===== src/rtl/sample_serializer.sv =====
// sample_serializer: buffers signed 24-bit mono samples in a small FIFO and
// shifts each one out MSB-first on both channels of a 64-slot serial audio
// frame, generating the bit clock and word select locally from clk.
module sample_serializer #(
    parameter int BCLK_DIV   = 4,
    parameter int FIFO_DEPTH = 4
) (
    input  logic        clk,
    input  logic        rst,
    input  logic [23:0] i_data,
    input  logic        i_valid,
    output logic        o_bclk,
    output logic        o_lrck,
    output logic        o_sdata,
    output logic        o_full,
    output logic        o_empty,
    output logic        o_overflow,
    output logic        o_underrun
);

    localparam int AW = $clog2(FIFO_DEPTH);
    localparam int DW = $clog2(BCLK_DIV);

    logic [DW-1:0] div;
    logic [5:0]    slot;
    logic [5:0]    next_slot;
    logic [AW:0]   wr_ptr;
    logic [AW:0]   rd_ptr;
    logic [23:0]   mem [FIFO_DEPTH];
    logic [23:0]   shreg;
    logic [23:0]   saved;
    logic [23:0]   head;
    logic          div_tc;
    logic          bclk_fall;
    logic          fetch;
    logic          pop;
    logic          push;
    logic          data_slot;

    // The extra wrap bit distinguishes a full FIFO from an empty one when the
    // address bits of both pointers coincide.
    assign o_empty   = (wr_ptr == rd_ptr);
    assign o_full    = (wr_ptr[AW] != rd_ptr[AW]) && (wr_ptr[AW-1:0] == rd_ptr[AW-1:0]);

    assign div_tc    = (div == DW'(BCLK_DIV - 1));
    assign bclk_fall = div_tc && o_bclk;
    assign next_slot = slot + 6'd1;
    assign fetch     = bclk_fall && (next_slot == 6'd0);
    assign pop       = fetch && !o_empty;
    // A pop in the same cycle frees a slot, so a write while full is still accepted.
    assign push      = i_valid && (!o_full || pop);
    assign head      = mem[rd_ptr[AW-1:0]];
    // Slots 1..24 of each half carry data; the low five bits are the same for both halves.
    assign data_slot = (next_slot[4:0] >= 5'd1) && (next_slot[4:0] <= 5'd24);

    // Bit-clock divider: toggle o_bclk each time the divider wraps.
    always_ff @(posedge clk or posedge rst) begin
        if (rst) begin
            div    <= '0;
            o_bclk <= 1'b0;
        end else if (div_tc) begin
            div    <= '0;
            o_bclk <= ~o_bclk;
        end else begin
            div    <= div + DW'(1);
        end
    end

    // FIFO pointers and the dropped-write indicator.
    always_ff @(posedge clk or posedge rst) begin
        if (rst) begin
            wr_ptr     <= '0;
            rd_ptr     <= '0;
            o_overflow <= 1'b0;
        end else begin
            if (push) begin
                wr_ptr <= wr_ptr + (AW+1)'(1);
            end
            if (pop) begin
                rd_ptr <= rd_ptr + (AW+1)'(1);
            end
            o_overflow <= i_valid && o_full && !pop;
        end
    end

    // Sample storage; contents are meaningless until written, so no reset is needed.
    always_ff @(posedge clk) begin
        if (push) begin
            mem[wr_ptr[AW-1:0]] <= i_data;
        end
    end

    // Frame sequencer: slot count, word select, sample fetch and serial shift,
    // all updated only on the bit-clock falling transition.
    always_ff @(posedge clk or posedge rst) begin
        if (rst) begin
            slot       <= 6'd63;
            o_lrck     <= 1'b0;
            o_sdata    <= 1'b0;
            shreg      <= '0;
            saved      <= '0;
            o_underrun <= 1'b0;
        end else begin
            o_underrun <= 1'b0;
            if (bclk_fall) begin
                slot   <= next_slot;
                o_lrck <= next_slot[5];
                if (next_slot == 6'd0) begin
                    o_sdata <= 1'b0;
                    if (!o_empty) begin
                        shreg <= head;
                        saved <= head;
                    end else begin
                        shreg      <= '0;
                        saved      <= '0;
                        o_underrun <= 1'b1;
                    end
                end else if (next_slot == 6'd32) begin
                    o_sdata <= 1'b0;
                    shreg   <= saved;
                end else if (data_slot) begin
                    o_sdata <= shreg[23];
                    shreg   <= {shreg[22:0], 1'b0};
                end else begin
                    o_sdata <= 1'b0;
                end
            end
        end
    end

endmodule


===== config.mk =====
export PLATFORM = sky130hd
export DESIGN_NAME = sample_serializer
export DESIGN_NICKNAME = d
export VERILOG_FILES = /design/src/rtl/sample_serializer.sv
export SDC_FILE = /design/constraint.sdc
export NUM_CORES = 1
export LEC_CHECK = 0
export CORE_MARGIN = 5
export CORE_UTILIZATION = 54
export CTS_BUF_LIST = sky130_fd_sc_hd__clkbuf_8
export DETAILED_ROUTE_END_ITERATION = 6
export PLACE_DENSITY = 0.73
export SLEW_MARGIN = 20
export SYNTH_ARGS = -nofsm -noshare
export SYNTH_HDL_FRONTEND = slang
export SYNTH_SLANG_ARGS = --single-unit

===== constraint.sdc =====
create_clock -name clk -period 3.6 [get_ports clk]
set_clock_uncertainty 0.05 [all_clocks]
set_input_delay 0.72 -clock clk [delete_from_list [all_inputs] [get_ports clk]]
set_output_delay 0.72 -clock clk [all_outputs]
set_load 0.01 [all_outputs]

# Yosys cells after proc, flatten, opt, wreduce, memory -nomap -nowiden

Memory sizes are Yosys's and may differ from the RTL's.
Index checks and enable logic that the tools add are counted.

Muxes and demuxes: 13
Order comparisons: 2
Bitwise operators: 1
Equality and inequality tests: 5
Reduce and logical (&&, ||, !) cells: 16
$add $sub $neg: 4

Operators by type and width:

| cell                  | count |
|---|---|
| $mux W24              | 4 |
| $logic_and A1 B1 Y1   | 8 |
| $mux W1               | 8 |
| $add A3 B1 Y3 const B | 2 |
| $add A6 B1 Y6 const B | 1 |
| $eq A6 B6 Y1 const B  | 1 |
| $logic_not A6 Y1      | 1 |
| $ge A5 B1 Y1 const B  | 1 |
| $le A5 B5 Y1 const B  | 1 |
| $reduce_and A2 Y1     | 2 |
| $eq A3 B3 Y1          | 1 |
| $logic_not A1 Y1      | 3 |
| $reduce_bool A3 Y1    | 1 |
| $add A2 B1 Y2 const B | 1 |
| $eq A2 B2 Y1          | 1 |
| $eq A2 B2 Y1 const B  | 1 |
| $mux W2               | 1 |
| $logic_or A1 B1 Y1    | 1 |
| $ne A1 B1 Y1          | 1 |
| $not A1 Y1            | 1 |

Bits in registers: 67
Memories: 1
Bits in writable memories: 96
Output and inout port bits: 7
Word-level logic and storage cells: 53
Input port bits: 27

Memories:

| memory | depth | width | read ports | clocked after memory_dff | wr ports | line | text |
|---|---|---|---|---|---|---|---|
| mem    | 4     | 24    | 1          | 0                        | 1        | 29   | `logic [23:0] mem [FIFO_DEPTH];` |

# Logic depth before layout (Yosys ltp)

Gate-level depths: netlist (run 1).

Word-level depth: 8
Mapped depth: 8
Depth with buffers taken out: 6

# Least setup slack after synthesis (run 1)

Ideal clock, no wire load.

Kind: register -> register
From: register slot[0]
To: memory mem[1][0], enable pin
Path slack: 1.028 ns
Clock period less this slack: 2.572 ns
Setup time: 0.383 ns
Buffers on the path: 0
Required time: 3.167 ns
Data arrival time: 2.140 ns
Cell stages (with the launch flop): 7
Path through: dfstp_2 -> ha_1 -> nand3_1 -> nor4_2 -> o211ai_2 -> nand3_1 -> and3_1

Cells in the longest elaborated chain, start to end: 8

Ends and longest elaborated chain:

| element                       | line | text |
|---|---|---|
| start: declaration            | 25   | `logic [5:0] slot;` |
| start signal: assignment      | 106  | `slot <= next_slot;` |
| $add A6 B1 Y6                 | 47   | `assign next_slot = slot + 6'd1;` |
| $logic_not A6 Y1              | 48   | `assign fetch = bclk_fall && (next_slot == 6'd0);` |
| $logic_and A1 B1 Y1           | 48   |  |
| $logic_and A1 B1 Y1           | 49   | `assign pop = fetch && !o_empty;` |
| $logic_or A1 B1 Y1            | 51   | `assign push = i_valid && (!o_full \|\| pop);` |
| $logic_and A1 B1 Y1           | 51   |  |
| $mux W1                       | 88   | `if (push) begin` |
| $mux W1 (not written as such) | 89   | `mem[wr_ptr[AW-1:0]] <= i_data;` |
| end: declaration              | 29   |  |

No other way between the ends.

# Final worst setup path (run 1)

From: register wr_ptr[1]
To: output port o_empty

Cells in the longest elaborated chain, start to end: 1

Ends and longest elaborated chain:

| element                  | line | text |
|---|---|---|
| start: declaration       | 27   | `logic [AW:0] wr_ptr;` |
| start signal: assignment | 77   | `wr_ptr <= wr_ptr + (AW+1)'(1);` |
| $eq A3 B3 Y1             | 42   | `assign o_empty = (wr_ptr == rd_ptr);` |
| end: declaration         | 16   | `output logic o_empty,` |

No other way between the ends.

==> metrics, run 1 <==
outcome finished, final reports clean; f_max between 0.3 and 0.4 GHz; critical path arrival around 2.1 ns; Gates resized, CTS repair 0; Post-Route WL roughly 12,000 um; Data required, critical path 2.83 ns; CTS tree built; Setup Buffers After CTS 0; site row count 40; hold buffer count at CTS 0; Synth Net Count 447; final hold violation count 0; Synth area leaders edfxtp_1 (44%), dfrtp_1 (23%), mux4_2 (8.3%); P&R area growth vs syn 12.1%; DR pass1 iterations 6; Skew-Pair Late Insertion Delay ~0.45 ns; sequential share of the synthesized area a little over two thirds; die height 120 um; total I/O pin count 34; post-route insts no fill about 610; Final Setup Violations 0; first-pass GRT wire length around 19,000 um; drt initial violations roughly 480; Placed Instances 580; Slew Viols, Final 0; normalized max-slew margin a little under two fifths; CP Launch Type flop; worst slew pin tran 0.934 ns; number of max-cap violations 0; IO buf count 33; htree depth 4; power per cell area around 530 mW/mm2; Starting Density 54.7%; commonest non-fill, non-tap cell in the layout edfxtp_1; clock sink total around 160; Synth cell types 44; Crit Path Class reg -> out; Worst-path clk slew 0.08 ns; Min-Delay Path Class reg -> reg; Clock Path Buffers 2; part of the cycle the worst path needs slightly above 80%; pin count of the biggest net entering global routing 68; maximum vdd drop 0.344 mV; top cell type by total area after synthesis edfxtp_1; Synth Register Bits ~160; share of the synthesized area in the top cell type 44.2%; RSZ-0062 raised after global routing false; synthesized area 0.00652 mm2; DR vias 3,553; Die X ~120 um; Die Area 0.0144 mm2; most frequent cells in the layout edfxtp_1 (96), dfrtp_1 (61), nand2_1 (53); Routed Antenna Nets 0; TritonCTS Buffers 17; diode count 0; mean cell area of the mapped netlist 15.8 um2; setup tns final 0 ns; nets between 400 and 500; yosys warns 0; Critical Path Fanout Max 5; average routed wire per standard cell about 19 um; Synth Instances a little over 400; antenna violations before repair 0; layout cell share with drive strength beyond 1 about 17%; RePlAce Congestion about 0.79; grt ovf 0; crit path time final between 2 and 3 ns; vias in the first global route 3,620; Via density between 5 and 6; clk root buf clkbuf_8; CORE AREA 0.0119 mm2; Final HPWL DP about 7500 um; drt drc 0; overall routing resource usage about 18%; leakage a little under 0.003 uW; CP Capture Type primary output
==> logic make-up after synthesis <==
group	after synthesis	synth area share, %
flops	163	70.1
simple gates	92	6.49
compound gates	62	7.30
buf+inv	42	3.11
mux	30	9.48
xor+xnor	15	2.02
fa+ha+maj	8	1.54
==> power breakdown <==
part           switching, uW  internal (uW)
Clock                    645            466
Combinational            288            177
Sequential              62.1           2240
Total                    995           2880
==> final cells by class <==
type / count / area [um2]
fillers: 892 / 4610
repair buffers: 43 / 405
flip-flops and latches: 163 / 4570
clock buffers: 17 / 234
inverters: 20 / 75.1
multi-input cells: 207 / 1750
well taps: 147 / 184
clock inverters: 15 / 91.3
==> flip-flops by register name, indices dropped and copies added (netlist names) <==
name / count
div: 2
mem: 96
o_bclk: 1
o_lrck: 1
o_overflow: 1
o_sdata: 1
o_underrun: 1
rd_ptr: 3
saved: 24
shreg: 24
slot: 6
wr_ptr: 3
==> routing by layer <==
| metal | vias up | track usage [%] | wire length [um] |
|---|---|---|---|
| met3 | 9 | 4.85 | 492 |
| met2 | 78 | 27.7 | 5980 |
| met5 | - | 0 | 0 |
| met1 | 1820 | 24.8 | 5260 |
| met4 | 0 | 5.15 | 88 |
| li1 | 1646 | - | - |
==> through the flow <==
step / power [uW] / hold slack [ns] / instance area, um2 / util, % / setup WS, ns
3_5_place_dp: 2820 / 0.375 / 6980 / 58.6 / 0.832
5_1_grt: 4050 / 0.401 / 7300 / 61.3 / 0.585
6_report: 3880 / 0.385 / 7300 / 61.3 / 0.693
2_1_floorplan: 2600 / 0.360 / 6520 / - / 1.03
4_1_cts: 3920 / 0.387 / 7300 / 61.3 / 0.648
3_3_place_gp: 2800 / 0.368 / 6980 / 58.6 / 0.888
==> final timing paths <==
kind / from / end / slack [ns] / cells after the start
max: wr_ptr[1]$_DFFE_PP0P_ / o_empty / 0.69 / 4
min reg2reg: div[0]$_DFF_PP0_ / div[0]$_DFF_PP0_ / 0.38 / 1
max reg2reg: div[0]$_DFF_PP0_ / mem[3][10]$_DFFE_PP_ / 0.84 / 7
min in group asynchronous: rst / saved[4]$_DFFE_PP0P_ / 0.78 / 3
max in group asynchronous: rst / shreg[19]$_DFFE_PP0P_ / 2.18 / 3
min: div[0]$_DFF_PP0_ / div[0]$_DFF_PP0_ / 0.38 / 1
==> Yosys cell counts (all sizes together) <==
cell type and n:
nand2 55, xnor2 7, nor2 6, buf 16, a31oi 1, a222oi 22
dfstp 6, and3 6, nand4 1, a211oi 1, nor3 2, nand3 14
mux4 24, o211a 2, nor3b 1, nand2b 1, ha 8, mux2i 2
a31o 1, mux2 4, or2 1, xor2 8, o211ai 2, o21ai 30
or3 1, inv 20, dfrtp 61, clkbuf 6, and2 1, and4 1
o31ai 2, nor4 2, a22oi 1, edfxtp 96
==> worst max-delay path, stage by stage (launching register included) <==
cell,delay [ns]
dfrtp_1,0.45
xor2_1,0.17
or3_1,0.44
inv_1,0.09
clkdlybuf4s50_1,0.54
No activity file was read; power rests on OpenSTA's default activity.
==> inputs of run 2 (changes only) <==
Settings changed: PLACE_DENSITY 0.73 to 0.76.
Clock period 3.6 ns to 2.5 ns, I/O delays scaled along.
==> metrics, run 2 (synthesis gave the netlist of run 1 again) <==
outcome finished, final reports clean; crit path time final 2.39 ns; total I/O pin count 34; diode count 0; pin count of the biggest net entering global routing between 50 and 60; CORE AREA 0.0119 mm2; overall routing resource usage 18.0%; Die X 120 um; drt drc 0; worst slew pin tran around 0.5 ns; Clock Path Buffers 2; nets ~500; CTS tree built; number of max-cap violations 0; antenna violations before repair 0; htree depth 4; DR vias 3,617; grt ovf 0; worst reg2reg setup slack roughly 0.11 ns; Final Setup Violations 0; power per cell area around 800 mW/mm2; IO buf count 33; reg2reg end mem[3][18]$_DFFE_PP_; layout cell share with drive strength beyond 1 about a fifth; Crit Path Class reg -> reg; DR pass1 iterations 5; Final HPWL DP 7360 um; f_max roughly 0.42 GHz; TritonCTS Buffers 17; leakage ~0.0030 uW; Min Hold Slack ~0.27 ns; max FFs per register 96; Post-Route WL 12,000 um; normalized max-slew margin 65.7%; Starting Density a little over half; drt initial violations 426; r2r worst-path depth 7; FF-to-FF Start slot[0]$_DFFE_PP1N_; Via density just under 6; part of the cycle the worst path needs between 90 and 100%; RSZ-0062 raised after global routing false; vias in the first global route between 3,000 and 4,000; first-pass GRT wire length about 20,000 um; Routed Antenna Nets 0; Min-Delay Path Class in -> async; critical path arrival about 2.5 ns; maximum vdd drop around 0.64 mV; clk root buf clkbuf_8; setup tns final 0 ns; RePlAce Congestion approximately 0.77; Critical Path Fanout Max 24; Data required, critical path about 2.6 ns; site row count 40; Slew Viols, Final 0; final hold violation count 0; P&R area growth vs syn 15.1%; Worst-path clk slew ~0.090 ns; Skew-Pair Late Insertion Delay roughly 0.46 ns; die height 120 um; Storage cell area 0.00457 mm2; multi-input gate area in the final layout around 0.0018 mm2; CP Capture Type flop; CP Launch Type flop; clock sink total 163; fillers slightly below 900; most frequent cells in the layout edfxtp_1 (96), dfrtp_1 (60), nand2_1 (53); average routed wire per standard cell approximately 19 um; Die Area approximately 0.014 mm2; commonest non-fill, non-tap cell in the layout edfxtp_1
==> run 2: cell types whose count changed in the layout (fill, tap and decap cells not counted), moves of 2 or more <==
cell	change
buf_12	+5
clkinv_1	-4
and3_1	-3
and3_2	+3
bufinv_16	+2
clkbuf_8	+2
clkdlybuf4s50_1	-2
clkinvlp_4	-2
dlygate4sd2_1	+2
inv_4	+2
inv_8	+2
==> run 2: metrics by stage <==
step                      area [um2]  worst slack, ns  total power, uW  std cells  utilization [%]
after floorplan                 6520           0.0381             3750        412                -
after global placement          7080            0.208             4110        585             59.5
after detailed placement        7080            0.139             4150        585             59.5
after CTS                       7500            0.109             6070        617             62.9
after global routing            7500          0.00750             6260        617             63.0
final                           7500            0.113             6010        617             63.0
==> run 2: what timing repair did <==
action / in CTS / in global routing
hold buffers: 0 / 0
gates resized for setup: 4 / 1
hold endpoints to repair: 0 / 0
endpoints found under the setup margin: 2 / 25
setup buffers: 0 / 0
==> run 2: metal layers <==
metal | global-route usage (%) | part of all wire (%) | vias up
li1 | - | - | 1654
met3 | 4.62 | 4.6 | 26
met1 | 22.3 | 41 | 1849
met2 | 30.3 | 52 | 88
met4 | 7.37 | 2.3 | 0
met5 | 0 | 0 | -
==> run 2: critical path: stages, from the launching register on <==
cell and delay, ns:
dfstp_2 0.59, ha_1 0.30, nand2b_1 0.13, mux2i_4 0.24
o211a_2 0.28, o211ai_1 0.15, inv_1 0.13, buf_12 0.20
==> run 2: power breakdown <==
group | switching [uW] | leakage, uW | total (uW) | internal (uW)
Combinational | 449 | 0.000978 | 752 | 303
Clock | 981 | 0.000217 | 1940 | 960
Sequential | 93.7 | 0.00178 | 3320 | 3230
Total | 1520 | 0.00298 | 6010 | 4490
==> run 2: how the worst max path moves through the flow <==
stage	startpoint	end	slack [ns]	depth (start not counted)
2_1_floorplan	slot[0]$_DFFE_PP1N_	mem[3][0]$_DFFE_PP_	0.04	6
3_3_place_gp	slot[0]$_DFFE_PP1N_	mem[3][8]$_DFFE_PP_	0.21	7
3_5_place_dp	slot[0]$_DFFE_PP1N_	mem[3][16]$_DFFE_PP_	0.14	7
4_1_cts	wr_ptr[1]$_DFFE_PP0P_	o_empty	0.11	4
5_1_grt	slot[0]$_DFFE_PP1N_	mem[3][15]$_DFFE_PP_	0.008	7
6_report	slot[0]$_DFFE_PP1N_	mem[3][18]$_DFFE_PP_	0.11	7
==> run 2: area by class of cell <==
type | count | share of cell area, %
inverters | 20 | 1.00
flip-flops and latches | 163 | 60.9
repair buffers | 48 | 6.71
multi-input cells | 207 | 23.5
clock buffers | 19 | 3.49
well taps | 147 | 2.45
clock inverters | 13 | 1.97
